File: src/rtl/cu_pkg.sv
// rtl/cu_pkg.sv - shared constants, state indices, opcode enum and opcode-to-start-state map
package cu_pkg;

  localparam int STATES = 40;
  localparam int OPW    = 5;
  localparam int IDXW   = 6;

  // Microstate indices; each routine occupies a contiguous run of states
  localparam logic [IDXW-1:0] FETCH1  = 6'd0;
  localparam logic [IDXW-1:0] FETCH2  = 6'd1;
  localparam logic [IDXW-1:0] FETCH3  = 6'd2;
  localparam logic [IDXW-1:0] NOP1    = 6'd3;
  localparam logic [IDXW-1:0] MOV1    = 6'd4;
  localparam logic [IDXW-1:0] ALTMOV1 = 6'd5;
  localparam logic [IDXW-1:0] ALTMOV2 = 6'd6;
  localparam logic [IDXW-1:0] LDR1    = 6'd7;
  localparam logic [IDXW-1:0] LDR2    = 6'd8;
  localparam logic [IDXW-1:0] ALTLDR1 = 6'd9;
  localparam logic [IDXW-1:0] ALTLDR2 = 6'd10;
  localparam logic [IDXW-1:0] ALTLDR3 = 6'd11;
  localparam logic [IDXW-1:0] ALTLDR4 = 6'd12;
  localparam logic [IDXW-1:0] STR1    = 6'd13;
  localparam logic [IDXW-1:0] STR2    = 6'd14;
  localparam logic [IDXW-1:0] STR3    = 6'd15;
  localparam logic [IDXW-1:0] STR4    = 6'd16;
  localparam logic [IDXW-1:0] ALTSTR1 = 6'd17;
  localparam logic [IDXW-1:0] ALTSTR2 = 6'd18;
  localparam logic [IDXW-1:0] ALTSTR3 = 6'd19;
  localparam logic [IDXW-1:0] ALTSTR4 = 6'd20;
  localparam logic [IDXW-1:0] CMP1    = 6'd21;
  localparam logic [IDXW-1:0] B1      = 6'd22;
  localparam logic [IDXW-1:0] BGT1    = 6'd23;
  localparam logic [IDXW-1:0] BLT1    = 6'd24;
  localparam logic [IDXW-1:0] BEQ1    = 6'd25;
  localparam logic [IDXW-1:0] ADD1    = 6'd26;
  localparam logic [IDXW-1:0] ADD2    = 6'd27;
  localparam logic [IDXW-1:0] SUB1    = 6'd28;
  localparam logic [IDXW-1:0] SUB2    = 6'd29;
  localparam logic [IDXW-1:0] MUL1    = 6'd30;
  localparam logic [IDXW-1:0] MUL2    = 6'd31;
  localparam logic [IDXW-1:0] LSR1    = 6'd32;
  localparam logic [IDXW-1:0] LSR2    = 6'd33;
  localparam logic [IDXW-1:0] AND1    = 6'd34;
  localparam logic [IDXW-1:0] AND2    = 6'd35;
  localparam logic [IDXW-1:0] OR1     = 6'd36;
  localparam logic [IDXW-1:0] OR2     = 6'd37;
  localparam logic [IDXW-1:0] MVN1    = 6'd38;
  localparam logic [IDXW-1:0] MVN2    = 6'd39;

  localparam logic [IDXW-1:0] LAST_STATE = 6'd39;

  typedef enum logic [OPW-1:0] {
    OP_NOP    = 5'd0,
    OP_MOV    = 5'd1,
    OP_ALTMOV = 5'd2,
    OP_LDR    = 5'd3,
    OP_ALTLDR = 5'd4,
    OP_STR    = 5'd5,
    OP_ALTSTR = 5'd6,
    OP_CMP    = 5'd7,
    OP_B      = 5'd8,
    OP_BGT    = 5'd9,
    OP_BLT    = 5'd10,
    OP_BEQ    = 5'd11,
    OP_ADD    = 5'd12,
    OP_SUB    = 5'd13,
    OP_MUL    = 5'd14,
    OP_LSR    = 5'd15,
    OP_AND    = 5'd16,
    OP_OR     = 5'd17,
    OP_MVN    = 5'd18
  } opcode_t;

  typedef struct packed {
    logic            valid;
    logic [IDXW-1:0] idx;
  } start_t;

  // Unmapped opcodes fall through to nop1 so they execute harmlessly
  function automatic start_t start_state(input logic [OPW-1:0] op);
    start_t r;
    r.valid = 1'b1;
    case (op)
      OP_NOP:    r.idx = NOP1;
      OP_MOV:    r.idx = MOV1;
      OP_ALTMOV: r.idx = ALTMOV1;
      OP_LDR:    r.idx = LDR1;
      OP_ALTLDR: r.idx = ALTLDR1;
      OP_STR:    r.idx = STR1;
      OP_ALTSTR: r.idx = ALTSTR1;
      OP_CMP:    r.idx = CMP1;
      OP_B:      r.idx = B1;
      OP_BGT:    r.idx = BGT1;
      OP_BLT:    r.idx = BLT1;
      OP_BEQ:    r.idx = BEQ1;
      OP_ADD:    r.idx = ADD1;
      OP_SUB:    r.idx = SUB1;
      OP_MUL:    r.idx = MUL1;
      OP_LSR:    r.idx = LSR1;
      OP_AND:    r.idx = AND1;
      OP_OR:     r.idx = OR1;
      OP_MVN:    r.idx = MVN1;
      default: begin
        r.valid = 1'b0;
        r.idx   = NOP1;
      end
    endcase
    return r;
  endfunction

endpackage

File: src/rtl/cu_opcode_map.sv
// rtl/cu_opcode_map.sv - combinational opcode to routine start-state lookup
module cu_opcode_map
  import cu_pkg::*;
(
  input  logic [OPW-1:0]  opcode,
  output logic [IDXW-1:0] start_idx,
  output logic            legal
);

  start_t lookup;

  // Thin wrapper so decode logic and benches share one copy of the map
  always_comb begin
    lookup    = start_state(opcode);
    start_idx = lookup.idx;
    legal     = lookup.valid;
  end

endmodule

File: src/rtl/cu_sequencer.sv
// rtl/cu_sequencer.sv - microstep sequencer producing the one-hot CPU_state vector
module cu_sequencer
  import cu_pkg::*;
#(
  parameter int CNTW = 16
) (
  input  logic              clk,
  input  logic              rst,
  input  logic              en,
  input  logic              COUNTER_LD,
  input  logic              COUNTER_INC,
  input  logic              COUNTER_CLR,
  input  logic [OPW-1:0]    opcode,
  output logic [STATES-1:0] CPU_state,
  output logic [IDXW-1:0]   state_idx,
  output logic              illegal_op,
  output logic              instr_done,
  output logic [CNTW-1:0]   instr_count
);

  localparam logic [STATES-1:0] ONE_HOT_BASE = {{(STATES-1){1'b0}}, 1'b1};

  logic [IDXW-1:0] state_idx_q, state_idx_d;
  logic            illegal_op_q, illegal_op_d;
  logic            instr_done_q, instr_done_d;
  logic [CNTW-1:0] instr_count_q, instr_count_d;

  logic [IDXW-1:0] map_idx;
  logic            map_legal;

  cu_opcode_map u_map (
    .opcode    (opcode),
    .start_idx (map_idx),
    .legal     (map_legal)
  );

  // Next-state: CLR beats LD beats INC; idle at nop1 returns to fetch1
  always_comb begin
    state_idx_d   = state_idx_q;
    illegal_op_d  = illegal_op_q;
    instr_done_d  = 1'b0;
    instr_count_d = instr_count_q;
    if (en) begin
      if (COUNTER_CLR) begin
        state_idx_d  = FETCH1;
        instr_done_d = (state_idx_q != FETCH1);
      end else if (COUNTER_LD) begin
        state_idx_d = map_idx;
        if (!map_legal) begin
          illegal_op_d = 1'b1;
        end
      end else if (COUNTER_INC) begin
        state_idx_d = (state_idx_q == LAST_STATE) ? FETCH1 : state_idx_q + 6'd1;
      end else if (state_idx_q == NOP1) begin
        state_idx_d  = FETCH1;
        instr_done_d = 1'b1;
      end
      if (instr_done_d) begin
        instr_count_d = instr_count_q + {{(CNTW-1){1'b0}}, 1'b1};
      end
    end
  end

  // State registers with synchronous reset overriding enable
  always_ff @(posedge clk) begin
    if (rst) begin
      state_idx_q   <= FETCH1;
      illegal_op_q  <= 1'b0;
      instr_done_q  <= 1'b0;
      instr_count_q <= '0;
    end else begin
      state_idx_q   <= state_idx_d;
      illegal_op_q  <= illegal_op_d;
      instr_done_q  <= instr_done_d;
      instr_count_q <= instr_count_d;
    end
  end

  // One-hot view of the registered index
  always_comb begin
    CPU_state = ONE_HOT_BASE << state_idx_q;
  end

  assign state_idx   = state_idx_q;
  assign illegal_op  = illegal_op_q;
  assign instr_done  = instr_done_q;
  assign instr_count = instr_count_q;

endmodule

File: config.mk
export PLATFORM = sky130hd
export DESIGN_NAME = cu_sequencer
export DESIGN_NICKNAME = d
export VERILOG_FILES = /design/src/rtl/cu_pkg.sv /design/src/rtl/cu_opcode_map.sv /design/src/rtl/cu_sequencer.sv
export SDC_FILE = /design/constraint.sdc
export NUM_CORES = 1
export LEC_CHECK = 0
export CORE_ASPECT_RATIO = 0.7
export CORE_MARGIN = 3
export CORE_UTILIZATION = 43
export DETAILED_ROUTE_END_ITERATION = 12
export HOLD_SLACK_MARGIN = 0.08
export MAX_ROUTING_LAYER = met4
export PLACE_DENSITY = 0.89
export SETUP_SLACK_MARGIN = 0.02
export SYNTH_ARGS = -nofsm -noshare
export SYNTH_HDL_FRONTEND = slang
export SYNTH_SLANG_ARGS = --single-unit
export TNS_END_PERCENT = 10
File: constraint.sdc
create_clock -name clk -period 2.6 [get_ports clk]
set_input_delay 0.39 -clock clk [delete_from_list [all_inputs] [get_ports clk]]
set_output_delay 0.39 -clock clk [all_outputs]
set_load 0.02 [all_outputs]
==> load_flow_metrics.sql, run 1 <==
INSERT INTO impl_metrics (metric_group, metric, value, unit) VALUES
('drt', 'drt-wirelength-per-cell', '14.9', 'um'),
('critical_path', 'cp.required', '2.21', 'ns'),
('sta', 'layout_worst_path_cycle_share', '94.2', '%'),
('sta', 'fmax', '408', 'MHz'),
('yosys', 'async_reset_ff_share', '0', '%'),
('global_route', 'number_of_antenna_violations_at_the_first_check_in_global_routing', '0', ''),
('sta', 'worstMarginPinSlew', '0.520', 'ns'),
('place', 'place_inst', '371', ''),
('cells_and_area', 'layout.area.seq', '480', 'um^2'),
('sta', 'period_needed', '2.45', 'ns'),
('job', 'drv_cap', '0', ''),
('yosys', 'synth_warnings', '0', ''),
('global_route', 'maximum_number_of_pins_on_one_net_before_global_route_repair', '20', ''),
('sta', 'max-slew-margin-rel', '64.4', '%'),
('sta', 'finalMaxSlewViolations', '0', ''),
('yosys', 'syn_inst', '248', ''),
('global_route', 'grt_first_pass_wirelength', '8710', 'um'),
('clock_network', 'cts-buffers-inserted', '3', ''),
('place', 'detailedPlacementHpwl', '4360', 'um'),
('global_route', 'grt-ovfl-total', '0', ''),
('clock_network', 'clock_tree_from_tritoncts', 'done', ''),
('clock_network', 'clock_tree.htree_level_count', '1', ''),
('floorplan', 'placeableCoreArea', '3970', 'um^2'),
('drt', 'detail_route.drc_violations', '0', ''),
('yosys', 'synth_area_per_cell', '7.25', 'um^2'),
('sta', 'timing.final.setup_violations', '0', ''),
('floorplan', 'placementRows', '19', ''),
('sta', 'unrepaired_setup_endpoints_after_global_routing', 'no', ''),
('drt', 'drt_pre_antenna_iters', '5', ''),
('yosys', 'synth_edf_count', '0', ''),
('drt', 'final_antenna_net_count', '0', ''),
('clock_network', 'cts-root-buf', 'sky130_fd_sc_hd__clkbuf_8', ''),
('clock_network', 'total_number_of_clock_tree_sinks', '24', ''),
('floorplan', 'design.die.area', '5010', 'um^2'),
('clock_network', 'holdBufCountCts', '0', ''),
('yosys', 'synth.lib_cells_used.distinct', '46', ''),
('global_route', 'grt_pass1_vias', '1751', ''),
('floorplan', 'floorplan.die.width', '83.3', 'um'),
('yosys', 'yosys-top-cells-area', 'sky130_fd_sc_hd__dfxtp_1 27%, sky130_fd_sc_hd__nor2_1 11%, sky130_fd_sc_hd__xnor2_1 6.8%', ''),
('critical_path', 'worstSetupEndpointType', 'primary output', ''),
('clock_network', 'clock_transition_at_the_registers_of_the_reported_paths', '0.08', 'ns'),
('yosys', 'synth_seq_area_share', '26.7', '%'),
('clock_network', 'cts_setup_buffers', '0', ''),
('outcome', 'status', 'completed', ''),
('cells_and_area', 'area.growth.synth_to_final', '48.3', '%'),
('cells_and_area', 'finalCoreUtilization', '67.2', '%'),
('cells_and_area', 'final.fill_count', '338', ''),
('place', 'place.gp.congestion', '0.975', ''),
('floorplan', 'fp.dieH', '60.1', 'um'),
('yosys', 'synth_top_area_share', '26.7', '%'),
('drt', 'drt-total-wl', '5580', 'um'),
('global_route', 'grt_util_all_layers', '22.0', '%'),
('yosys', 'syn_area', '1800', 'um^2'),
('critical_path', 'startpoint_type', 'flip-flop', ''),
('cells_and_area', 'finish.net_count', '342', ''),
('cells_and_area', 'drive_above_1_share', '6.52', '%'),
('cells_and_area', 'multiInputGateArea', '1240', 'um^2'),
('cells_and_area', 'instances_no_fill', '374', ''),
('clock_network', 'clkLatencyLatePin', '0.26', 'ns'),
('sta', 'fin_setup_tns', '0', 'ns'),
('critical_path', 'criticalPathCategory', 'flip-flop to primary output', ''),
('drt', 'post_drt_via_cell_ratio', '5.53', ''),
('critical_path', 'critPathArrivalTime', '2.06', 'ns'),
('power', 'vdd_drop_max', '0.000229', 'V'),
('drt', 'routed-via-count', '2068', ''),
('power', 'total_leakage_power', '0.959', 'nW'),
('critical_path', 'timing.critical_path.fanout_max', '7', ''),
('sta', 'finalClockSkew', '0.00502', 'ns'),
('yosys', 'post_synthesis_cell_type_with_the_largest_combined_area', 'sky130_fd_sc_hd__dfxtp_1', ''),
('yosys', 'ys_seq_elements', '24', ''),
('yosys', 'synth_nets', '266', '');
## synth_stat cells (4+ instances only)
cell and instances:
sky130_fd_sc_hd__and3_1 15, sky130_fd_sc_hd__nand2_1 29, sky130_fd_sc_hd__ha_1 7, sky130_fd_sc_hd__a21oi_1 11, sky130_fd_sc_hd__o21ai_0 6, sky130_fd_sc_hd__nand2b_1 6, sky130_fd_sc_hd__nand4_1 4, sky130_fd_sc_hd__dfxtp_1 24
sky130_fd_sc_hd__clkbuf_1 9, sky130_fd_sc_hd__xnor2_1 14, sky130_fd_sc_hd__nor2_1 53, sky130_fd_sc_hd__nor2b_1 5, sky130_fd_sc_hd__inv_1 8, sky130_fd_sc_hd__nand3_1 8
## registers in the layout, indices dropped and copies added, names as in the netlist
register     flops
illegal_op       1
instr_count     16
instr_done       1
state_idx        6
## final timing paths
path,to,slack [ns],cells past startpoint
setup / recovery,CPU_state[35],0.15,5
setup reg to reg,instr_count[8],0.18,7
hold reg to reg,illegal_op,0.50,2
hold / removal,illegal_op,0.50,2
## stage by stage
stage / cell area (um^2) / hold WS, ns / total power, W / worst slack [ns]
detailed placement: 2630 / 0.461 / 0.000525 / 0.0546
floorplan: 1800 / 0.555 / 0.000461 / 0.542
CTS: 2670 / 0.497 / 0.000732 / 0.0861
finish: 2670 / 0.504 / 0.000730 / 0.150
global route: 2670 / 0.515 / 0.000763 / 0.0474
global placement: 2630 / 0.450 / 0.000522 / 0.0731
## layout by cell type (no fill, tap or decap), drive strengths merged, types with 3 or more instances in the layout
cell,netlist,final
a2111oi,4,4
a211oi,3,3
a21oi,11,11
and3,15,15
and4,3,3
buf,4,10
clkbuf,9,3
clkdlybuf4s50,0,71
dfxtp,24,24
dlygate4sd2,0,3
ha,7,7
inv,8,8
nand2,29,29
nand2b,6,6
nand3,8,8
nand4,4,4
nor2,54,54
nor2b,5,5
nor3,3,3
o21ai,6,6
xnor2,14,14
## power breakdown
group,total [W],internal [W],switching (W)
logic,0.000138,0.0000603,0.0000779
registers,0.000379,0.000371,0.00000719
clock network,0.000213,0.000103,0.000109
## cells by family (layout without fill, tap and decap cells)
family	Yosys count	count (layout)	synth area share (%)
simple gates	141	141	38.6
compound gates	39	39	17.2
flops	24	24	26.7
buf+inv	21	95	4.59
xor+xnor	14	14	6.82
fa+ha+maj	7	7	4.87
mux	2	2	1.18
## final cells by class
| class | count | area share [%] |
|---|---|---|
| inverter | 8 | 1.13 |
| sequential | 24 | 18.0 |
| clock buffer | 3 | 1.55 |
| timing repair buffer | 84 | 30.4 |
| tap | 52 | 2.44 |
| multi-input combinational | 203 | 46.4 |
## layer usage
layer	global-route usage, %	part of all wire, %	up-vias
li1	-	-	1013
met1	28.9	45	951
met2	36.0	45	98
met3	4.82	9.6	6
met4	2.80	0.84	0
met5	-	0	-
## repair_timing
action                                  4_1_cts  5_1_grt
pin swaps                                     0        0
endpoints found under the setup margin        3        9
resized for setup                             3        1
cloned                                        0        0
## worst max-delay path, cell delays in order (launching register included)
cell	delay, ns
sky130_fd_sc_hd__dfxtp_1	0.46
sky130_fd_sc_hd__ha_2	0.31
sky130_fd_sc_hd__ha_1	0.19
sky130_fd_sc_hd__nand2b_1	0.10
sky130_fd_sc_hd__nor2_1	0.12
sky130_fd_sc_hd__clkdlybuf4s50_1	0.62
Note: power is estimated with default switching activity, not from simulation.
==> run 2, diff against run 1 <==
--- a/config.mk
+++ b/config.mk
@@ -5,14 +5,16 @@
 export SDC_FILE = /design/constraint.sdc
 export NUM_CORES = 1
 export LEC_CHECK = 0
+export CELL_PAD_IN_SITES_DETAIL_PLACEMENT = 1
+export CELL_PAD_IN_SITES_GLOBAL_PLACEMENT = 2
 export CORE_ASPECT_RATIO = 0.7
-export CORE_MARGIN = 3
-export CORE_UTILIZATION = 43
+export CORE_UTILIZATION = 22
 export DETAILED_ROUTE_END_ITERATION = 12
 export HOLD_SLACK_MARGIN = 0.08
 export MAX_ROUTING_LAYER = met4
-export PLACE_DENSITY = 0.89
+export PLACE_DENSITY = 0.87
 export SETUP_SLACK_MARGIN = 0.02
+export SKIP_CTS_REPAIR_TIMING = 1
 export SYNTH_ARGS = -nofsm -noshare
 export SYNTH_HDL_FRONTEND = slang
 export SYNTH_SLANG_ARGS = --single-unit
==> load_flow_metrics.sql, run 2 (synthesis gave the netlist of run 1 again) <==
INSERT INTO impl_metrics (metric_group, metric, value, unit) VALUES
('place', 'io_buffers', '74', ''),
('min_path', 'holdPathStages', '2', ''),
('critical_path', 'criticalPathCategory', 'input pin to flip-flop', ''),
('cells_and_area', 'layout_commonest_cell', 'sky130_fd_sc_hd__clkdlybuf4s50_1', ''),
('global_route', 'grt_first_pass_wirelength', '10500', 'um'),
('floorplan', 'floorplan.initialDensity', '22.8', '%'),
('sta', 'unrepaired_setup_endpoints_after_global_routing', 'yes', ''),
('global_route', 'maximum_number_of_pins_on_one_net_before_global_route_repair', '20', ''),
('clock_network', 'cts-buffers-inserted', '3', ''),
('sta', 'worstMarginPinSlew', '0.570', 'ns'),
('sta', 'period_needed', '2.46', 'ns'),
('critical_path', 'cp.required', '2.79', 'ns'),
('global_route', 'number_of_antenna_violations_at_the_first_check_in_global_routing', '0', ''),
('global_route', 'grt_pass1_vias', '1952', ''),
('sta', 'finalMaxSlewViolations', '0', ''),
('floorplan', 'placementRows', '27', ''),
('floorplan', 'design.die.area', '8550', 'um^2'),
('sta', 'finalClockSkew', '0.00229', 'ns'),
('critical_path', 'worstSetupEndpointType', 'flip-flop', ''),
('critical_path', 'r2r_setup_slk', '0.21', 'ns'),
('critical_path', 'source_of_the_worst_register_to_register_timing_path', 'state_idx[0]', ''),
('power', 'power_per_standard_cell_area', '309', 'nW/um^2'),
('drt', 'routed-via-count', '2026', ''),
('drt', 'drt_pre_antenna_iters', '4', ''),
('critical_path', 'reg2reg_to', 'instr_count[8]', ''),
('global_route', 'grt-ovfl-total', '0', ''),
('sta', 'max-slew-margin-rel', '62.0', '%'),
('critical_path', 'ff2ff_path_depth', '7', ''),
('floorplan', 'fp.dieH', '77.7', 'um'),
('min_path', 'min_path_type', 'flip-flop to flip-flop', ''),
('drt', 'final_antenna_net_count', '0', ''),
('clock_network', 'total_number_of_clock_tree_sinks', '24', ''),
('drt', 'detail_route.iter0.violations', '63', ''),
('sta', 'fmax', '406', 'MHz'),
('power', 'total_leakage_power', '0.995', 'nW'),
('cells_and_area', 'final_cell_mix', '71 x sky130_fd_sc_hd__clkdlybuf4s50_1, 53 x sky130_fd_sc_hd__nor2_1, 29 x sky130_fd_sc_hd__nand2_1', ''),
('outcome', 'status', 'completed', ''),
('min_path', 'worstHoldEndpoint', 'illegal_op', ''),
('sta', 'worst_hold_slack', '0.490', 'ns'),
('critical_path', 'timing.critical_path.slowest_stage_cell', 'sky130_fd_sc_hd__clkdlybuf4s50_1', ''),
('drt', 'detail_route.drc_violations', '0', ''),
('global_route', 'grt_util_all_layers', '15.9', '%'),
('min_path', 'hold_path.startpoint', 'illegal_op', ''),
('drt', 'drt-wirelength-per-cell', '15.3', 'um'),
('cells_and_area', 'area.growth.synth_to_final', '53.6', '%'),
('place', 'place.gp.congestion', '0.818', ''),
('floorplan', 'placeableCoreArea', '7910', 'um^2'),
('clock_network', 'clkLatencyLatePin', '0.26', 'ns'),
('critical_path', 'startpoint_type', 'input pin', ''),
('clock_network', 'number_of_buffers_on_the_longest_clock_path', '2', ''),
('sta', 'fin_setup_tns', '0', 'ns'),
('critical_path', 'largest_stage_delay_on_the_critical_path', '0.56', 'ns'),
('critical_path', 'critical_path.cell_chain', 'clkdlybuf4s50_1 > nor4b_2 > nand4_1 > and2_1 > or4_1 > a21oi_1', ''),
('clock_network', 'clock_transition_at_the_registers_of_the_reported_paths', '0.06', 'ns'),
('cells_and_area', 'drive_above_1_share', '6.56', '%'),
('place', 'detailedPlacementHpwl', '5120', 'um'),
('clock_network', 'clock_tree_from_tritoncts', 'done', ''),
('power', 'vdd_drop_max', '0.000249', 'V'),
('clock_network', 'cts-root-buf', 'sky130_fd_sc_hd__clkbuf_16', ''),
('sta', 'timing.final.setup_violations', '0', ''),
('sta', 'timing_hold_violations_final', '0', ''),
('clock_network', 'clock_tree.htree_level_count', '1', ''),
('floorplan', 'floorplan.die.width', '110', 'um'),
('place', 'dpl_cell_area', '2670', 'um^2'),
('cells_and_area', 'diodes', '0', ''),
('cells_and_area', 'finish.instance_area', '2760', 'um^2'),
('job', 'drv_cap', '0', ''),
('drt', 'post_drt_via_cell_ratio', '4.81', ''),
('critical_path', 'timing.critical_path.fanout_max', '10', ''),
('drt', 'drt-total-wl', '6440', 'um'),
('floorplan', 'io_pins', '75', ''),
('sta', 'layout_worst_path_cycle_share', '94.7', '%'),
('critical_path', 'critPathArrivalTime', '2.65', 'ns'),
('cells_and_area', 'largest_register_ffs', '16', ''),
('cells_and_area', 'finish.net_count', '340', '');
==> run 2: cell count changes in the layout (fill, tap and decap cells not counted), sizes merged <==
cell,before,now
dlymetal6s2s,0,3
buf,10,8
dlygate4sd2,3,0
==> run 2: per-layer routing <==
metal	part of all wire, %	wire length, um	vias to the layer above	global-route usage (%)
li1	-	-	1012	-
met1	53	3400	972	23.2
met2	44	2840	38	24.1
met3	2.8	180	4	2.02
met4	0.33	21	0	1.18
met5	0	0	-	-
==> run 2: power by group <==
part           total [W]  switching (W)  internal (W)
clock           0.000334       0.000131      0.000204
sequential      0.000380     0.00000747      0.000372
combinational   0.000141      0.0000807     0.0000599
total           0.000854       0.000219      0.000636
==> run 2: worst max-delay path: cells and delay by family <==
| family | cells | cell delay [ns] |
|---|---|---|
| buf+inv | 1 | 0.56 |
| simple gates | 4 | 1.56 |
| compound gates | 1 | 0.14 |
==> run 2: area by class of cell <==
type	count	area [um^2]
Fill cell	971	5140
Multi-Input combinational cell	203	1240
Timing Repair Buffer	82	808
Sequential cell	24	482
Tap cell	101	126
Clock buffer	3	75.1
Inverter	8	30.0
==> run 2: worst max path at each step <==
| stage | to | start | depth (start not counted) | slack (ns) |
|---|---|---|---|---|
| final | instr_count[9] | COUNTER_INC | 6 | 0.14 |
| after global routing | instr_count[9] | COUNTER_INC | 6 | -0.02 |
| after CTS | CPU_state[16] | state_idx[0] | 5 | -0.07 |
| after detailed placement | instr_count[9] | COUNTER_INC | 6 | -0.12 |
| after global placement | instr_count[9] | COUNTER_INC | 6 | -0.03 |
| after floorplan | instr_count[9] | state_idx[0] | 7 | 0.54 |
==> run 2: per-stage QoR <==
step / instances / setup slack (ns) / util [%] / power, W
floorplan: 248 / 0.542 / - / 0.000461
global route: 421 / -0.0248 / 35.0 / 0.000891
detailed placement: 418 / -0.116 / 33.8 / 0.000528
global placement: 418 / -0.0292 / 33.8 / 0.000526
finish: 421 / 0.138 / 35.0 / 0.000854
CTS: 421 / -0.0709 / 34.8 / 0.000861
